--- src/rtl/pixel_pkg.sv ---
// Shared types and default geometry for the block/stream pixel converters.
// Used by pixel_unshift (and its window-builder counterpart).
package pixel_pkg;

  localparam int PIX_WIDTH = 16;
  localparam int PIX_HOR   = 4;
  localparam int PIX_VER   = 4;

  typedef enum logic {
    IDLE = 1'b0,
    SEND = 1'b1
  } ser_state_e;

endpackage

--- src/rtl/pixel_unshift_if.sv ---
// Block-in / pixel-stream-out handshake bundle for pixel_unshift.
// slave is the serializer's view, master the block source and sink.
interface pixel_unshift_if
  import pixel_pkg::*;
#(
  parameter int WIDTH    = PIX_WIDTH,
  parameter int HOR_SIZE = PIX_HOR,
  parameter int VER_SIZE = PIX_VER
);

  logic             valid_in;
  logic             ready_out;
  logic [WIDTH-1:0] pixel_array_in [HOR_SIZE][VER_SIZE];
  logic [WIDTH-1:0] pixel_out;
  logic             valid_out;
  logic             ready_in;
  logic             first_out;
  logic             last_out;

  modport slave (
    input  valid_in,
    input  pixel_array_in,
    input  ready_in,
    output ready_out,
    output pixel_out,
    output valid_out,
    output first_out,
    output last_out
  );

  modport master (
    output valid_in,
    output pixel_array_in,
    output ready_in,
    input  ready_out,
    input  pixel_out,
    input  valid_out,
    input  first_out,
    input  last_out
  );

endinterface

--- src/rtl/pixel_unshift_block_index_counter.sv ---
// Column-major block index counter: v is fast, h is slow.
// Wraps explicitly so non-power-of-two sizes never exceed SIZE-1.
module block_index_counter #(
  parameter int  HOR_SIZE = 4,
  parameter int  VER_SIZE = 4,
  localparam int HW = $clog2(HOR_SIZE),
  localparam int VW = $clog2(VER_SIZE)
) (
  input  logic          i_clk,
  input  logic          i_rst_n,
  input  logic          i_en,
  input  logic          i_clr,
  output logic [HW-1:0] o_h,
  output logic [VW-1:0] o_v,
  output logic          o_first,
  output logic          o_last
);

  localparam logic [HW-1:0] H_MAX = HW'(HOR_SIZE - 1);
  localparam logic [VW-1:0] V_MAX = VW'(VER_SIZE - 1);
  localparam logic [HW-1:0] H_ONE = HW'(1);
  localparam logic [VW-1:0] V_ONE = VW'(1);

  logic [HW-1:0] r_h;
  logic [VW-1:0] r_v;

  always_ff @(posedge i_clk) begin
    if (!i_rst_n || i_clr) begin
      r_h <= '0;
      r_v <= '0;
    end else if (i_en) begin
      if (r_v == V_MAX) begin
        r_v <= '0;
        r_h <= (r_h == H_MAX) ? '0 : r_h + H_ONE;
      end else begin
        r_v <= r_v + V_ONE;
      end
    end
  end

  assign o_h     = r_h;
  assign o_v     = r_v;
  assign o_first = (r_h == '0) && (r_v == '0);
  assign o_last  = (r_h == H_MAX) && (r_v == V_MAX);

endmodule

--- src/rtl/pixel_unshift.sv ---
// Block-to-stream serializer, column-major order.
// Optional hold buffer for gapless streaming: PIXEL_UNSHIFT_PREFETCH_EN.
module pixel_unshift
  import pixel_pkg::*;
#(
  parameter int  WIDTH    = PIX_WIDTH,
  parameter int  HOR_SIZE = PIX_HOR,
  parameter int  VER_SIZE = PIX_VER,
  localparam int HW = $clog2(HOR_SIZE),
  localparam int VW = $clog2(VER_SIZE)
) (
  input logic             clk_in,
  input logic             rst_in,
  pixel_unshift_if.slave  bus
);

  ser_state_e r_state;
  ser_state_e w_state_nxt;

  logic [WIDTH-1:0] r_active [HOR_SIZE][VER_SIZE];

  logic [HW-1:0] w_h;
  logic [VW-1:0] w_v;
  logic          w_first;
  logic          w_last;
  logic          w_valid;
  logic          w_ready;
  logic          w_beat;
  logic          w_acc;
  logic          w_load_active;
  logic          w_clr;

`ifdef PIXEL_UNSHIFT_PREFETCH_EN
  logic [WIDTH-1:0] r_hold [HOR_SIZE][VER_SIZE];
  logic             r_hold_full;
  logic             w_load_hold;
  logic             w_hold_to_active;

  assign w_ready = rst_in && !r_hold_full;
`else
  assign w_ready = rst_in && (r_state == IDLE);
`endif

  assign w_valid = rst_in && (r_state == SEND);
  assign w_beat  = w_valid && bus.ready_in;
  assign w_acc   = bus.valid_in && w_ready;

  block_index_counter #(
    .HOR_SIZE (HOR_SIZE),
    .VER_SIZE (VER_SIZE)
  ) u_idx (
    .i_clk   (clk_in),
    .i_rst_n (rst_in),
    .i_en    (w_beat),
    .i_clr   (w_clr),
    .o_h     (w_h),
    .o_v     (w_v),
    .o_first (w_first),
    .o_last  (w_last)
  );

  always_ff @(posedge clk_in) begin
    if (!rst_in) r_state <= IDLE;
    else         r_state <= w_state_nxt;
  end

  always_comb begin
    w_state_nxt   = r_state;
    w_load_active = 1'b0;
    w_clr         = 1'b0;
`ifdef PIXEL_UNSHIFT_PREFETCH_EN
    w_load_hold      = 1'b0;
    w_hold_to_active = 1'b0;
`endif
    unique case (r_state)
      IDLE: begin
        if (w_acc) begin
          w_state_nxt   = SEND;
          w_load_active = 1'b1;
          w_clr         = 1'b1;
        end
      end
      SEND: begin
        if (w_beat && w_last) begin
          w_state_nxt = IDLE;
`ifdef PIXEL_UNSHIFT_PREFETCH_EN
          // Chain straight into the next block; counter wraps to [0][0].
          if (r_hold_full) begin
            w_state_nxt      = SEND;
            w_hold_to_active = 1'b1;
          end else if (w_acc) begin
            w_state_nxt   = SEND;
            w_load_active = 1'b1;
          end
`endif
        end
`ifdef PIXEL_UNSHIFT_PREFETCH_EN
        else if (w_acc) begin
          w_load_hold = 1'b1;
        end
`endif
      end
      default: w_state_nxt = IDLE;
    endcase
  end

  always_ff @(posedge clk_in) begin
    if (w_load_active) begin
      r_active <= bus.pixel_array_in;
    end
`ifdef PIXEL_UNSHIFT_PREFETCH_EN
    else if (w_hold_to_active) begin
      r_active <= r_hold;
    end
`endif
  end

`ifdef PIXEL_UNSHIFT_PREFETCH_EN
  always_ff @(posedge clk_in) begin
    if (w_load_hold) r_hold <= bus.pixel_array_in;
  end

  always_ff @(posedge clk_in) begin
    if (!rst_in)               r_hold_full <= 1'b0;
    else if (w_load_hold)      r_hold_full <= 1'b1;
    else if (w_hold_to_active) r_hold_full <= 1'b0;
  end
`endif

  assign bus.ready_out = w_ready;
  assign bus.valid_out = w_valid;
  assign bus.pixel_out = r_active[w_h][w_v];
  assign bus.first_out = w_valid && w_first;
  assign bus.last_out  = w_valid && w_last;

endmodule

--- src/flat_wrapper.sv ---
// flat-port wrapper written by rule: the top's interface ports become plain ports
module pixel_unshift_flat import pixel_pkg::*;
#(
  parameter int  WIDTH    = PIX_WIDTH,
  parameter int  HOR_SIZE = PIX_HOR,
  parameter int  VER_SIZE = PIX_VER,
  localparam int HW = $clog2(HOR_SIZE),
  localparam int VW = $clog2(VER_SIZE)
)
  (clk_in, rst_in, bus_valid_in, bus_pixel_array_in, bus_ready_in, bus_ready_out, bus_pixel_out, bus_valid_out, bus_first_out, bus_last_out);
  pixel_unshift_if #(.WIDTH(WIDTH), .HOR_SIZE(HOR_SIZE), .VER_SIZE(VER_SIZE)) bus_i ();
  input logic clk_in;
  input logic rst_in;
  input wire logic [$bits(bus_i.valid_in)-1:0] bus_valid_in;
  input wire logic [$bits(bus_i.pixel_array_in)-1:0] bus_pixel_array_in;
  input wire logic [$bits(bus_i.ready_in)-1:0] bus_ready_in;
  output wire logic [$bits(bus_i.ready_out)-1:0] bus_ready_out;
  output wire logic [$bits(bus_i.pixel_out)-1:0] bus_pixel_out;
  output wire logic [$bits(bus_i.valid_out)-1:0] bus_valid_out;
  output wire logic [$bits(bus_i.first_out)-1:0] bus_first_out;
  output wire logic [$bits(bus_i.last_out)-1:0] bus_last_out;
  assign bus_i.valid_in = bus_valid_in;
  assign bus_i.pixel_array_in = {>>{bus_pixel_array_in}};
  assign bus_i.ready_in = bus_ready_in;
  assign bus_ready_out = bus_i.ready_out;
  assign bus_pixel_out = bus_i.pixel_out;
  assign bus_valid_out = bus_i.valid_out;
  assign bus_first_out = bus_i.first_out;
  assign bus_last_out = bus_i.last_out;
  pixel_unshift #(.WIDTH(WIDTH), .HOR_SIZE(HOR_SIZE), .VER_SIZE(VER_SIZE)) u_core (.clk_in(clk_in), .rst_in(rst_in), .bus(bus_i));
endmodule
--- config.mk ---
export PLATFORM = sky130hd
export DESIGN_NAME = pixel_unshift_flat
export DESIGN_NICKNAME = d
export VERILOG_FILES = /design/src/rtl/pixel_pkg.sv /design/src/rtl/pixel_unshift_if.sv /design/src/rtl/pixel_unshift_block_index_counter.sv /design/src/rtl/pixel_unshift.sv /design/src/flat_wrapper.sv
export SDC_FILE = /design/constraint.sdc
export NUM_CORES = 1
export LEC_CHECK = 0
export ABC_AREA = 1
export CAP_MARGIN = 20
export CORE_ASPECT_RATIO = 0.9
export CORE_MARGIN = 4
export CORE_UTILIZATION = 40
export DETAILED_ROUTE_END_ITERATION = 10
export GPL_TIMING_DRIVEN = 0
export PLACE_DENSITY = 0.67
export SYNTH_ARGS = -nofsm -noshare
export SYNTH_HDL_FRONTEND = slang
export SYNTH_HIERARCHICAL = 1
export SYNTH_SLANG_ARGS = --single-unit
--- constraint.sdc ---
create_clock -name clk_in -period 12.5 [get_ports clk_in]
set_input_delay 2.5 -clock clk_in [delete_from_list [all_inputs] [get_ports clk_in]]
set_output_delay 2.5 -clock clk_in [all_outputs]
set_load 0.1 [all_outputs]
# Word-level counts from Yosys, hierarchy flattened
# Index checks and enable logic that the tools add are counted.
# word_totals
reg_bits	261
inputBits	260
output_inout_bits	20
# op_classes
n_addsub	2
magnitude_cmp	2
n_eq_ne	2
muxes	12
bitwise_logic	3
reduce_logical	14
# op_table
op	count
binary-select mux 64 bit (select 2 bit)	1
2-to-1 mux 64 bit	2
binary-select mux 16 bit (select 2 bit)	1
2-to-1 mux 16 bit	2
logical AND 1 bit	9
>= comparator 3 bit, second input constant	2
inverter 2 -> 3 bit	2
adder 2 x 1 -> 2 bit, second input constant	2
equality test 2 bit, second input constant	2
logical NOT 2 bit	2
2-to-1 mux 2 bit	2
2-to-1 mux 1 bit	3
one-hot mux 1 bit (2 select lines)	1
AND reduction 2 bit	1
logical NOT 1 bit	1
logical OR 1 bit	1
inverter 1 bit	1

# Logic depth before layout (Yosys ltp)
# Gate-level depths: netlist (run 1).
# logic_depth
ltp_word	7
depth_mapped	9

# By module
# Netlist (run 1), hierarchy kept.
# by_module_without_submodules
module	n_inst	cells_each	area_each_um2	seq_area_each_um2
pixel_unshift	1	1046	11018.1	7707.4
block_index_counter	1	39	254.0	80.1

# Worst setup path before layout (run 1)
# OpenSTA, ideal clock, no wires.
# synth_timing
kind	in2reg
from	input port rst_in
to	register u_core.u_idx.r_v[1], in the netlist u_core/u_idx/o_v[1]
arrival_time_ns	9.940
t_required_ns	12.377
setup_slack_ns	2.437
cell_stages	6
cell_sequence	inv_1 nor2_1 nand2_1 inv_1 nor2_1 and2_1
# synth_between
elab_chain_cells	5
elab_cells_between_ends	8
classes_between	2 x mux; 6 x reduce/logical
# synth_lines
item	line_no	source
from (decl)	flat_wrapper.sv:13	input logic rst_in;
logical AND 1 bit	pixel_unshift.sv:41	assign w_ready = rst_in && (r_state == IDLE);
via bus_ready_out	flat_wrapper.sv:17	output wire logic [$bits(bus_i.ready_out)-1:0] bus_ready_out;
logical AND 1 bit	pixel_unshift.sv:46	assign w_acc = bus.valid_in && w_ready;
2-to-1 mux 1 bit	pixel_unshift.sv:77	if (w_acc) begin
2-to-1 mux 1 bit	pixel_unshift.sv:75	unique case (r_state)
via u_core.w_clr	pixel_unshift.sv:31	logic w_clr;
logical OR 1 bit	pixel_unshift_block_index_counter.sv:28	if (!i_rst_n || i_clr) begin
to (signal assigned)	pixel_unshift_block_index_counter.sv:36	r_v <= r_v + V_ONE;
to (decl)	pixel_unshift_block_index_counter.sv:25	logic [VW-1:0] r_v;
# The timed path passes the listed nets, and every way through them passes these cells.
# A chain may end at the register's enable or synchronous reset.

# Worst setup path in the final report (run 1)
# layout_timing
from	input port rst_in
to	output port bus_last_out
# layout_between
elab_chain_cells	2
# layout_lines
item	line_no	source
logical AND 1 bit	pixel_unshift.sv:44	assign w_valid = rst_in && (r_state == SEND);
logical AND 1 bit	pixel_unshift.sv:134	assign bus.last_out = w_valid && w_last;
to (decl)	flat_wrapper.sv:21	output wire logic [$bits(bus_i.last_out)-1:0] bus_last_out;
# No other way between the ends.

==> results of run 1 <==
==> power breakdown <==
part	internal, mW	switching, mW	leakage [nW]
Combinational	0.0962	0.104	3.67
Sequential	1.01	0.00924	2.41
Clock	0.479	0.323	0.428
Total	1.58	0.436	6.51
==> layer usage <==
layer  up-vias  routed length (um)
met2       339               15760
met1      3988               13850
met3        42                3081
met4         4                 646
met5         -                  26
li1       4098                   -
==> per-stage QoR <==
| step | instance area, um2 | hold slack (ps) |
|---|---|---|
| 6_report | 15460 | 572.5 |
| 2_1_floorplan | 11270 | 515.4 |
| 3_5_place_dp | 14580 | 552.1 |
| 5_1_grt | 15450 | 627.9 |
| 3_3_place_gp | 14520 | 524.2 |
| 4_1_cts | 15450 | 565.8 |
==> state kept, by name (all words and copies together) (netlist names) <==
signal            count
u_core/r_active     256
u_core/u_idx/o_h      2
u_core/u_idx/o_v      2
u_core/r_state        1
==> cell type report <==
cell class	count	area, um2
Fill cell	2443	12410
Sequential cell	261	7787
Antenna cell	2	5.005
Inverter	211	799.5
Buffer	51	299.0
Multi-Input combinational cell	562	2394
Timing Repair Buffer	281	2848
Clock buffer	35	748.2
Tap cell	360	450.4
Clock inverter	12	127.6
==> synthesized netlist by cell type <==
cell / n
a21oi_1: 1
and2_1: 1
buf_1: 2
buf_2: 23
buf_4: 15
buf_6: 3
clkbuf_1: 8
dfxtp_1: 5
edfxtp_1: 256
ha_1: 4
inv_1: 209
inv_2: 2
nand2_1: 351
nand2_2: 1
nand3_1: 193
nor2_1: 10
o21ai_0: 1
==> cells in the final DEF (no fill, tap or decap), types with 3 or more instances in the layout <==
master / count
nand3_1: 193
buf_6: 3
buf_4: 15
buf_2: 23
clkbuf_16: 29
bufinv_16: 3
clkdlybuf4s50_1: 279
inv_1: 208
ha_1: 4
clkinv_2: 3
edfxtp_1: 256
nor2_1: 10
clkbuf_1: 14
dfxtp_1: 5
clkinv_1: 6
nand2_1: 351
==> tightest hold or removal path, cell delays in order, from the launching register on <==
cell and delay (ps):
dfxtp_1 350, a21oi_1 130, nor2_1 50
==> final timing paths <==
kind	startpoint	to	slack (ps)	depth (start not counted)
worst min register to register	u_core/u_idx/o_h[1]	u_core/u_idx/o_h[1]	570	2
worst min-delay path	u_core/u_idx/o_h[1]	u_core/u_idx/o_h[1]	570	2
worst max register to register	u_core/r_state	u_core/r_active[137]	10630	4
worst max-delay path	rst_in	bus_last_out	5600	4
==> logic make-up after synthesis <==
family                   after synthesis  share of synthesized area (%)
AND/OR/NAND/NOR                      556                          20.70
flip-flops                           261                          69.09
buffers and inverters                262                          9.679
adder cells (fa/ha/maj)                4                         0.4440
AO/OA/AOI/OAI                          2                        0.08871
==> metrics.cfg, run 1 <==
[run_status]
outcome = finished clean

[synthesis]
yosysSeqAreaShare_pct = 69.09
synth_area_um2 = 11270
ys_top_cells_by_area = edfxtp_1 68%, nand2_1 12%, nand3_1 8.6%
synthDistinctLibCells = 17
yosysWarnings = 6
synth_area_per_cell_um2 = 10.39
syn_inst = 1085
synth_top_area_cell = edfxtp_1
postSynthNetCount = 1349
synth_seq_cells = 261
synth_top_cell_area_share_pct = 68.20

[sta]
slew_viol_final = 0
fin_crit_sh_pct = 55.23
fmax_mhz = 144.8
tns_ps = 0
layout_min_cycle_time_ps = 6904
rsz0062_at_grt = no
setup_viol = 0
setup_ws_ps = 5596
worst_pin_slew_ps = 1094
fin_worst_skew_ps = 23.63
hold_viol = 0
relSlewSlack_pct = 26.85

[worst_setup_path]
slowest_stage = clkdlybuf4s50_1
cp.required_ps = 10000
path_max_fanout = 4
setup.worst_path.start_class = input port
crit_path_end_kind = primary output
crit_top_cell = clkdlybuf4s50_1
path_buf_inv = 2
cp_top_family = buffers and inverters
crit_arrival_ps = 4400
cp_cell_sequence = clkdlybuf4s50_1, nand2_1, nor2_1, clkdlybuf4s50_1
max_stage_delay_ps = 1150
criticalPathCategory = input port to primary output

[cts]
post_cts_resized = 0
cts_buffers = 28
ctsHoldBuffers = 0
clock_latency_ps = 550
clock_path_buffers = 3
cts_setup_buffers = 0
tritoncts = built
htreeDepth = 1
cts_root_buffer = clkbuf_16
clock-sinks = 261
clk_pin_slew_ps = 60

[floorplanning]
num_io_pins = 280
die_x_um = 185.0
start_util_pct = 40.45
die_height_um = 167.3
core_area_um2 = 27870
placementRows = 58
dieArea_um2 = 30930

[routing]
ant_nets = 0
drc_errors = 0
routed_wirelength_um = 33370
vias = 8471
wl_per_cell_um = 18.80
first_pass_iters = 5
drtIter0Drc = 747
viasPerCell = 4.772

[grt]
grt-busiest-layer = met2
grt_antenna_before_repair = 2
grt_pass1_wl_um = 48650
grt_usage_pct = 20.99
grt_util_met3_pct = 5.017
grt_max_degree = 95
grt_overflow_total = 0
grt_pass1_vias = 8464
met2_usage_pct = 34.52
grtUsageMet1_pct = 28.50

[placed_design]
dp.cells = 1726
dp_hpwl_um = 25210
dp_worst_setup_slack_ps = 5586
io_buffers = 279
gp_congestion = 0.8758

[finish]
drive_gt1_share_pct = 5.803
fin_nets = 1660
fin_cells = 1775
syn_to_final_growth_pct = 37.14
post-route-util_pct = 55.47

[pwr]
power_density_nw_per_um2 = 130.7
peakVddDrop_uv = 95.92
p_total_mw = 2.020
leakage_nw = 6.507

[hold_path]
hold_class = flop to flop

[run]
maxCapViolCount = 0

(Power assumes the default switching activity.)
==> run 2: changes to the inputs <==
PLACE_DENSITY = 0.7   (was 0.67)
clock period = 5.6 ns   (was 12.5 ns; I/O delays follow)
==> metrics.cfg, run 2 (synthesis gave the netlist of run 1 again) <==
[routing]
routed_wirelength_um = 33820  ; was 33370 um
viasPerCell = 4.844  ; was 4.772
drtIter0Drc = 623  ; was 747
wl_per_cell_um = 18.95  ; was 18.80 um
drc_errors = 0  ; unchanged
first_pass_iters = 5  ; unchanged
vias = 8647  ; was 8471
ant_nets = 0  ; unchanged

[cts]
cts_setup_buffers = 0  ; unchanged
clk_pin_slew_ps = 60  ; about the same
htreeDepth = 1  ; unchanged
tritoncts = built  ; unchanged
clock_latency_ps = 550  ; about the same
cts_buffers = 29  ; was 28
clock_path_buffers = 3  ; unchanged
ctsHoldBuffers = 0  ; unchanged
post_cts_resized = 0  ; unchanged
clock-sinks = 261  ; unchanged
cts_root_buffer = clkbuf_16  ; unchanged

[floorplanning]
start_util_pct = 40.45  ; unchanged
die_x_um = 185.0  ; unchanged
core_area_um2 = 27870  ; unchanged
dieArea_um2 = 30930  ; unchanged
placementRows = 58  ; unchanged
die_height_um = 167.3  ; unchanged
num_io_pins = 280  ; unchanged

[finish]
stdcell_area_um2 = 15610  ; was 15460 um2
largest_reg_flops = 256  ; unchanged
post-route-util_pct = 56.01  ; was 55.47%
syn_to_final_growth_pct = 38.47  ; was 37.14%
multi_input_area_um2 = 2404  ; was 2394 um2
drive_gt1_share_pct = 6.882  ; was 5.803%
final_cell_mix = 350 x nand2_1, 279 x clkdlybuf4s50_1, 256 x edfxtp_1  ; was 351 x nand2_1, 279 x clkdlybuf4s50_1, 256 x edfxtp_1
final_common_cell = nand2_1  ; unchanged
fin_nets = 1665  ; was 1660
max_flop_register = u_core/r_active  ; unchanged
area.sequential_um2 = 7787  ; unchanged
nFillCells = 2384  ; was 2443

[grt]
grt_overflow_total = 0  ; unchanged
grt_antenna_before_repair = 1  ; was 2
grt_usage_pct = 21.13  ; was 20.99%
grt_max_degree = 44  ; was 95
grt_pass1_vias = 8579  ; was 8464
grt_pass1_wl_um = 48880  ; was 48650 um

[hold_path]
hold_class = flop to flop  ; unchanged

[sta]
slew_viol_final = 0  ; unchanged
setup_viol = 0  ; unchanged
fin_crit_sh_pct = 84.46
fin_worst_skew_ps = 10.43  ; was 23.63 ps
worst_pin_slew_ps = 1071  ; was 1094 ps
fmax_mhz = 211.4
layout_min_cycle_time_ps = 4730
fin_hold_ws_ps = 583.1  ; was 572.5 ps
rsz0062_at_grt = no  ; unchanged
relSlewSlack_pct = 28.41  ; was 26.85%
hold_viol = 0  ; unchanged
setup_ws_ps = 870.2  ; was 5596 ps

[placed_design]
io_buffers = 279  ; unchanged
gp_congestion = 0.8564  ; was 0.8758
dp_worst_setup_slack_ps = 1221  ; was 5586 ps
dp_hpwl_um = 25740  ; was 25210 um
placed_area_um2 = 14660  ; was 14580 um2

[worst_setup_path]
crit_arrival_ps = 3610  ; was 4400 ps
cp.required_ps = 4480  ; was 10000 ps
criticalPathCategory = flop to primary output  ; was input port to primary output
setup.worst_path.start_class = flop  ; was input port
path_max_fanout = 10  ; was 4
crit_path_end_kind = primary output  ; unchanged

[run_status]
outcome = finished clean  ; unchanged

[pwr]
power_density_nw_per_um2 = 293.3  ; was 130.7 nW/um2
p_total_mw = 4.577  ; was 2.020 mW
peakVddDrop_uv = 277.0  ; was 95.92 uV
leakage_nw = 6.572  ; was 6.507 nW

[run]
maxCapViolCount = 0  ; unchanged

==> run 2: cell count changes in the layout (fill, tap and decap cells not counted), moves of 2 or more <==
cell / before / now
buf_12: 0 / 6
clkinv_2: 3 / 6
clkinv_1: 6 / 4
buf_16: 2 / 0
clkbuf_8: 0 / 6
==> run 2: worst max-delay path, cell delays in order (launching register included) <==
cell and delay [ps]:
dfxtp_1 390, clkbuf_1 420, inv_1 230, buf_2 260
nand3_1 130, nand3_1 220, nand2_1 190, clkdlybuf4s50_1 1210
==> run 2: layout make-up <==
type / instances / share of cell area [%]
multi-input cells: 562 / 15.40
flip-flops and latches: 261 / 49.89
well taps: 360 / 2.886
plain buffers: 51 / 1.916
repair buffers: 285 / 18.66
clock inverters: 13 / 0.7295
inverters: 211 / 5.178
clock buffers: 41 / 5.323
diodes: 1 / 0.01603
==> run 2: path summary, 6_finish.rpt <==
path | startpoint | to | slack, ps | cells past startpoint
setup reg to reg | u_core/r_state | u_core/r_active[113] | 3220 | 6
setup / recovery | u_core/u_idx/o_v[0] | bus_pixel_out[1] | 870 | 7
hold reg to reg | u_core/u_idx/o_h[1] | u_core/u_idx/o_h[1] | 580 | 2
hold / removal | u_core/u_idx/o_h[1] | u_core/u_idx/o_h[1] | 580 | 2
==> run 2: power by group <==
part           leakage [nW]  switching, mW  internal, mW
logic                  3.69          0.234         0.221
clock network         0.470          0.732          1.12
registers              2.41         0.0214          2.25
==> run 2: metal layers <==
metal	GRT usage, %	part of all wire (%)
met2	34.41	46
met5	0	0
met3	5.256	9.8
met1	27.88	40
met4	6.892	3.7
==> run 2: stage by stage <==
stage / cells / setup TNS [ps]
CTS: 1784 / 0
detailed placement: 1730 / 0
global placement: 1724 / -543770
floorplan: 1085 / -4384
finish: 1785 / 0
global route: 1785 / 0
==> run 3: changes to the inputs <==
clock period = 4.19 ns   (was 5.6 ns; I/O delays follow)
==> metrics.cfg, run 3 (synthesis gave the netlist of run 1 again) <==
[cts]
clock_path_buffers = 3  ; unchanged
cts_buffers = 29  ; unchanged
clk_pin_slew_ps = 60  ; about the same
cts_root_buffer = clkbuf_16  ; unchanged
htreeDepth = 1  ; unchanged
ctsHoldBuffers = 0  ; unchanged
clock_latency_ps = 550  ; about the same
post_cts_resized = 16  ; was 0
cts_setup_buffers = 0  ; unchanged
clock-sinks = 261  ; unchanged
tritoncts = built  ; unchanged

[finish]
stdcell_area_um2 = 15620  ; was 15610 um2
fin_cells = 1785  ; unchanged
multi_input_area_um2 = 2404  ; unchanged
fin_nets = 1665  ; unchanged
syn_to_final_growth_pct = 38.57  ; was 38.47%
nFillCells = 2378  ; was 2384
area.sequential_um2 = 7787  ; unchanged
final_common_cell = nand2_1  ; unchanged
largest_reg_flops = 256  ; unchanged
max_flop_register = u_core/r_active  ; unchanged
final_cell_mix = 350 x nand2_1, 263 x clkdlybuf4s50_1, 256 x edfxtp_1  ; was 350 x nand2_1, 279 x clkdlybuf4s50_1, 256 x edfxtp_1
drive_gt1_share_pct = 7.519  ; was 6.882%

[worst_setup_path]
crit_arrival_ps = 3290  ; was 3610 ps
path_max_fanout = 10  ; unchanged
crit_path_end_kind = primary output  ; unchanged
crit_path_start = u_core/u_idx/o_v[0]  ; unchanged
r2r_slack_ps = 1770  ; was 3220 ps
timing.rr.end = u_core/r_active[250]  ; was u_core/r_active[113]
r2r_cells = 6  ; unchanged
reg2reg_from = u_core/r_state  ; unchanged
cp.required_ps = 3350  ; was 4480 ps
criticalPathCategory = flop to primary output  ; unchanged
setup.worst_path.start_class = flop  ; unchanged

[floorplanning]
start_util_pct = 40.45  ; unchanged
dieArea_um2 = 30930  ; unchanged
placementRows = 58  ; unchanged
core_area_um2 = 27870  ; unchanged
num_io_pins = 280  ; unchanged
die_x_um = 185.0  ; unchanged
die_height_um = 167.3  ; unchanged

[hold_path]
hold_path_depth = 2  ; unchanged
hold_class = flop to flop  ; unchanged
hp-start = u_core/u_idx/o_h[1]  ; unchanged
holdPathEnd = u_core/u_idx/o_h[1]  ; unchanged

[routing]
drtIter0Drc = 673  ; was 623
ant_nets = 0  ; unchanged
viasPerCell = 4.827  ; was 4.844
vias = 8617  ; was 8647
routed_wirelength_um = 33760  ; was 33820 um
first_pass_iters = 5  ; unchanged
wl_per_cell_um = 18.91  ; was 18.95 um
drc_errors = 0  ; unchanged

[run]
maxCapViolCount = 0  ; unchanged

[placed_design]
dp_hpwl_um = 25470  ; was 25740 um
placed_area_um2 = 14670  ; was 14660 um2
io_buffers = 279  ; unchanged
gp_congestion = 0.8495  ; was 0.8564
dp.cells = 1730  ; unchanged
dp_worst_setup_slack_ps = 351.7  ; was 1221 ps

[sta]
fin_crit_sh_pct = 98.48
tns_ps = 0  ; unchanged
hold_viol = 0  ; unchanged
relSlewSlack_pct = 28.06  ; was 28.41%
fmax_mhz = 242.4
setup_viol = 0  ; unchanged
rsz0062_at_grt = no  ; unchanged
fin_worst_skew_ps = 14.55  ; was 10.43 ps
setup_ws_ps = 63.77  ; was 870.2 ps
layout_min_cycle_time_ps = 4126
worst_pin_slew_ps = 1083  ; was 1071 ps
slew_viol_final = 0  ; unchanged

[pwr]
power.internal_mw = 4.875  ; was 3.590 mW
power_density_nw_per_um2 = 399.7  ; was 293.3 nW/um2
pwr-share-comb_pct = 9.6  ; was 9.9%
p_total_mw = 6.244  ; was 4.577 mW
leakage_nw = 6.598  ; was 6.572 nW
switchingPower_mw = 1.369  ; was 987.6 uW
peakVddDrop_uv = 275.2  ; was 277.0 uV
sw_frac_of_total_pct = 21.93  ; was 21.58%
power.share.clock_pct = 41.7  ; was 40.4%
pwr-share-seq_pct = 48.7  ; was 49.7%

[grt]
grt_usage_pct = 20.81  ; was 21.13%
grt_pass1_vias = 8438  ; was 8579
grt_antenna_before_repair = 4  ; was 1
grt_pass1_wl_um = 48220  ; was 48880 um
grt_overflow_total = 0  ; unchanged
grt_max_degree = 47  ; was 44

[run_status]
outcome = finished clean  ; unchanged

==> run 3: changes by cell type in the layout (fill, tap and decap cells not counted), moves of 2 or more <==
| cell | change |
|---|---|
| clkbuf_8 | -6 |
| clkinvlp_4 | +3 |
| clkinv_4 | +2 |
| clkinv_1 | -3 |
| clkinv_2 | +2 |
| clkdlybuf4s50_1 | -16 |
| dlygate4sd2_1 | +10 |
| bufinv_16 | +3 |
| clkbuf_2 | +5 |
| clkbuf_1 | -2 |
==> run 3: how the worst max path moves through the flow <==
stage	end	depth (start not counted)
floorplan	u_core/r_active[0]	4
global placement	u_core/u_idx/o_v[0]	8
detailed placement	bus_first_out	4
CTS	bus_pixel_out[3]	7
global route	bus_pixel_out[5]	7
finish	bus_pixel_out[5]	7
==> run 3: final cells by class <==
| class | instances | area share (%) |
|---|---|---|
| plain buffers | 51 | 1.914 |
| repair buffers | 285 | 18.46 |
| multi-input cells | 562 | 15.39 |
| clock buffers | 33 | 4.742 |
| well taps | 360 | 2.884 |
| clock inverters | 20 | 1.554 |
| flip-flops and latches | 261 | 49.86 |
| inverters | 211 | 5.175 |
| diodes | 2 | 0.03204 |
==> run 3: layer usage <==
layer	vias up	part of all wire, %	GRT usage, %	routed length (um)
met5	-	0.098	0	33
met1	4015	40	27.68	13600
met3	72	9.7	5.778	3279
li1	4126	-	-	-
met2	398	46	33.06	15650
met4	6	3.5	7.147	1193
==> run 3: critical path: stages, from the launching register on <==
cell and delay [ps]:
dfxtp_1 410, clkbuf_1 420, inv_1 220, buf_2 250, nand3_1 140, nand3_1 220
nand2_1 200, clkdlybuf4s15_1 860
==> run 3: per-stage QoR <==
| stage | hold slack, ps | util [%] |
|---|---|---|
| after floorplan | 515.4 | - |
| after global placement | 549.1 | 52.18 |
| after detailed placement | 551.8 | 52.64 |
| after CTS | 560.3 | 56.10 |
| after global routing | 597.5 | 56.04 |
| final | 563.8 | 56.05 |
==> run 3: power by group through the flow <==
stage	Sequential [mW]	Combinational (mW)	Clock, mW
after floorplan	3.11	0.247	0
after global placement	3.12	0.586	0
after detailed placement	3.09	0.611	0
after CTS	3.04	0.606	2.66
after global routing	3.05	0.641	2.77
final	3.04	0.600	2.61
==> RTL change 1, RTL diff (flow settings as in run 3) <==
Build with the macro `PIXEL_UNSHIFT_PREFETCH_EN` defined.
--- a/src/rtl/pixel_unshift.sv
+++ b/src/rtl/pixel_unshift.sv
@@ -2,2 +2,4 @@
 // Optional hold buffer for gapless streaming: PIXEL_UNSHIFT_PREFETCH_EN.
+`define PIXEL_UNSHIFT_PREFETCH_EN
+
 module pixel_unshift
Function: changed (a bounded check fails within 4 cycles, from zero or initial values and one cycle with rst_in low).
==> RTL change 1 against run 3 <==
- worst setup slack better by 0.0024 ns
- power up 93%
- cell count grew 88%
- via count up 100%
- first-iteration DRC count grew 150%
- sequential cell count increased by 257
- synthesized area is 100% higher
- cell area up 84%
- wire length up 110%
- core utilization decreased by 4.8 points
- global-route usage grew 2.2 points
- critical path type unchanged
- largest cell class unchanged
- highest routed layer unchanged
==> RTL change 1: results (changes against run 3) <==
reg2reg setup slack: 0.94 ns (-0.83 ns)
Layout Utilization: 51.2% (-4.8 points)
H-tree depth: 2 (+1)
GPL Wtd Cong: 0.897 (+5.5%)
dpl ws: -0.321 ns (-0.673 ns)
top cells by count, synth: nand2_1 (864), edfxtp_1 (512), nand3_1 (450)
Via density: 5.13 (+6.4%)
ranking of synthesized cells by area: edfxtp_1 (68%), nand2_1 (14%), nand3_1 (9.9%)
Synth Net Count: 2469 (+83%)
DP Wirelength: 53.1 mm (+110%)
initial antenna violation count: 6 (+2)
vias in the first global route: 17000 (+100%)
Post-synth EDFFs: 512 (+100%)
fin cells: 3353 (+88%)
Pre-antenna DRT Iters: 5 (unchanged)
Yosys warnings: 6 (unchanged)
Clock Skew: 0.0274 ns (+0.0128 ns)
port bufs: 279 (unchanged)
status: finished clean
Inst Count DP: 3256 (+88%)
Clk Latency, worst-skew pair: 0.62 ns (+0.07 ns)
initial DRC count: 1671 (+150%)
# fillers: 5040 (+110%)
Yosys cell types: 18 (+1)
Nets: 2819 (+69%)
Post-synth top flop: edfxtp_1
TritonCTS Buffers: 53 (+83%)
dpl cell area: 26900 um2 (+83%)
cts repair resizes: 64 (+48)
GRT Total Usage: 23.0% (+2.2 points)
Worst path max stage delay: 0.58 ns (-0.28 ns)
r2r startpoint: u_core/u_idx/o_v[1]
WHS: 0.509 ns (-0.0552 ns)
Clock Tree Buf Depth: 3 (unchanged)
DRT Wirelength: 71.2 mm (+110%)
highest clock rate: 242 MHz (about the same)
maximum vdd drop: 0.332 mV (+20%)
Synth async-reset ratio: 0% (unchanged)
first-pass GRT wire length: 104 mm (+110%)
Worst Setup SP: u_core/u_idx/o_h[0]
share of layout cells above drive strength 1: 8.21% (+0.70 points)
post-synthesis cell count: 2205 (+100%)
Static Leakage: 11.9 nW (+81%)
Setup Fix Bufs, Post-CTS: 0 (unchanged)
HP Start: u_core/r_hold[20]
CP max-delay cell: clkdlybuf4s15_2
worst min path class: reg2reg
Slew @ Worst Pin: 0.984 ns (-0.0998 ns)
Hold EP: u_core/r_active[20]
Worst Setup EP: bus_pixel_out[13]
register area share after synthesis: 68.1% (-0.95 points)
Worst path top cell family by delay: buffers and inverters
largest net degree at the start of global routing: 42 (-11%)
Largest regs: u_core/r_active: 256 flops, u_core/r_hold: 256 flops
worst reg-to-reg path cell count: 11 (+5)
RR Endpoint: u_core/r_hold[77]
root buf cell: clkbuf_16
[RTL change 1: routing by layer]
metal  track usage [%]  routed length [um]  vias to the layer above
li1                  -                   -                     8030
met4              6.61                1880                        4
met5                 0                  27                        -
met3              4.17                6070                      107
met2              38.1               34100                      760
met1              31.2               29100                     8314
[RTL change 1: logic make-up after synthesis]
logic type	share of synthesized area, %
flops	68.1
compound gates	0.0880
buf+inv	6.99
fa+ha+maj	0.220
simple gates	24.6
[RTL change 1: power by group]
part / total, W / leakage, nW / internal (W) / switching (W)
clock network: 0.00488 / 0.865 / 0.00292 / 0.00195
logic: 0.00120 / 6.32 / 0.000465 / 0.000737
registers: 0.00599 / 4.76 / 0.00593 / 0.0000544
total: 0.0121 / 11.9 / 0.00932 / 0.00275
[RTL change 1: cell type report]
cell class,count,share of cell area (%)
repair buffers,295,11.0
inverters,213,2.80
clock buffers,63,4.90
plain buffers,135,2.84
clock inverters,30,1.27
well taps,756,3.30
multi-input cells,1339,19.9
flip-flops and latches,518,54.0
diodes,4,0.0349
==> RTL change 2, RTL diff (flow settings as in run 3) <==
Without the edit above. Change the package constant `PIX_VER` from 4 to 16.
--- a/src/rtl/pixel_pkg.sv
+++ b/src/rtl/pixel_pkg.sv
@@ -6,3 +6,3 @@
   localparam int PIX_HOR   = 4;
-  localparam int PIX_VER   = 4;
+  localparam int PIX_VER   = 16;
 
Ports: changed (resized bus_pixel_array_in); port bits go from 280 to 1048. No check against the original RTL was run, so the function may have changed too.
==> RTL change 2 against run 3 <==
- sequential power grew to 4.0 times the old value
- worst setup slack worse by 0.024 ns
- sequential share of layout area is 3.0 points higher
- wire length rose to 5.4 times the old value
- cell area grew to 3.7 times the old value
- synthesized area increased to 3.7 times the old value
- fmax down 0.59%
- sequential cell count grew 770
- power increased to 3.8 times the old value
- clock skew grew 0.0039 ns
- first-iteration DRC count rose to 7.0 times the old value
- largest cell class unchanged
- highest routed layer unchanged
==> RTL change 2: results (changes against run 3) <==
status: finished clean
Yosys cell types: 22 (+5)
fraction of the mapped netlist area in compound gates: 0.0838% (-0.0050 points)
Non-clock buffers: 1295 (+290%)
Via Count: 33700 (+290%)
seq pwr: 0.0121 W (+300%)
cell internal pwr: 0.0183 W (+280%)
dpl ws: -0.612 ns (-0.963 ns)
Worst path top cell family by delay: simple AND/OR/NAND/NOR gates
dpl cell area: 54700 um2 (+270%)
inverters: 22 (-90%)
antenna cells: 79 (+77)
Static Leakage: 21.5 nW (+230%)
met1 wire length: 66.1 mm (+390%)
Worst Setup SP: u_core/u_idx/o_h[0]
met1 Usage GRT: 39.5% (+12 points)
largest net degree at the start of global routing: 50 (+6.4%)
adder-cell share of the synthesized area: 0.120% (-0.32 points)
top cells by count, synth: nand2_1 (1311), edfxtp_1 (1024), nand3_1 (864)
register area share after synthesis: 73.9% (+4.8 points)
Layout clock area frac: 5.82% (-0.47 points)
Nets: 5691 (+240%)
WL met2: 87.8 mm (+460%)
port bufs: 1047 (+280%)
power share of the combinational group: 9.0% (-0.6 points)
CP max-delay cell: dfxtp_1
DRT Wirelength: 183 mm (+440%)
Synth Net Count: 4510 (+230%)
Arr. time, crit path: 3.31 ns (+0.02 ns)
Pwr Density: 403 nW/um2 (+0.79%)
wire per inst: 29.6 um (+57%)
maximum vdd drop: 0.371 mV (+35%)
register area: 30900 um2 (+300%)
Clk Latency, worst-skew pair: 0.68 ns (+0.13 ns)
TritonCTS Buffers: 105 (+260%)
grt met3 use: 9.60% (+3.8 points)
NonClk Buf Share: 21.6% (+1.3 points)
Slew @ Worst Pin: 1.01 ns (-0.0728 ns)
RR Endpoint: u_core/r_active[567]
H-tree depth: 3 (+2)
# fillers: 8553 (+260%)
Post-synth EDFFs: 1024 (+300%)
Inst Count DP: 5925 (+240%)
Clock Skew: 0.0185 ns (+0.00395 ns)
sequential cells: 1031 (+300%)
initial DRC count: 4725 (+600%)
GPL Wtd Cong: 0.946 (+11%)
WL met3: 21.3 mm (+550%)
CLK BUF: 124 (+280%)
fraction of area in multi-input gates: 16.2% (+0.84 points)
met2 Resource Use GR: 52.1% (+19 points)
reg2reg setup slack: 0.65 ns (-1.12 ns)
Multi-input comb cells: 2204 (+290%)
GRT Total Usage: 32.0% (+11 points)
DP Wirelength: 145 mm (+470%)
Largest register FFs: 1024 (+300%)
-- RTL change 2: cell count changes in the layout (fill, tap and decap cells not counted), sizes merged, moves of 10 or more --
cell / delta
nand2: +961
edfxtp: +768
clkdlybuf4s50: +767
nand3: +671
buf: +185
inv: -183
clkbuf: +108
diode: +77
clkinv: +40
dlygate4sd2: -10
-- RTL change 2: worst min path at each step --
stage,start,to,slack (ns),cells past startpoint
finish,u_core/u_idx/o_h[1],u_core/u_idx/o_h[1],0.52,2
global route,u_core/u_idx/o_h[1],u_core/u_idx/o_h[1],0.61,2
CTS,u_core/u_idx/o_h[1],u_core/u_idx/o_h[1],0.52,2
detailed placement,u_core/u_idx/o_h[1],u_core/u_idx/o_h[1],0.51,2
global placement,u_core/u_idx/o_h[1],u_core/u_idx/o_h[1],0.52,2
floorplan,u_core/u_idx/o_v[2],u_core/u_idx/o_v[2],0.49,2
-- RTL change 2: timing repair --
action,4_1_cts,5_1_grt
gates resized for setup,128,21
setup endpoints to repair,16,51
buffers inserted,0,0
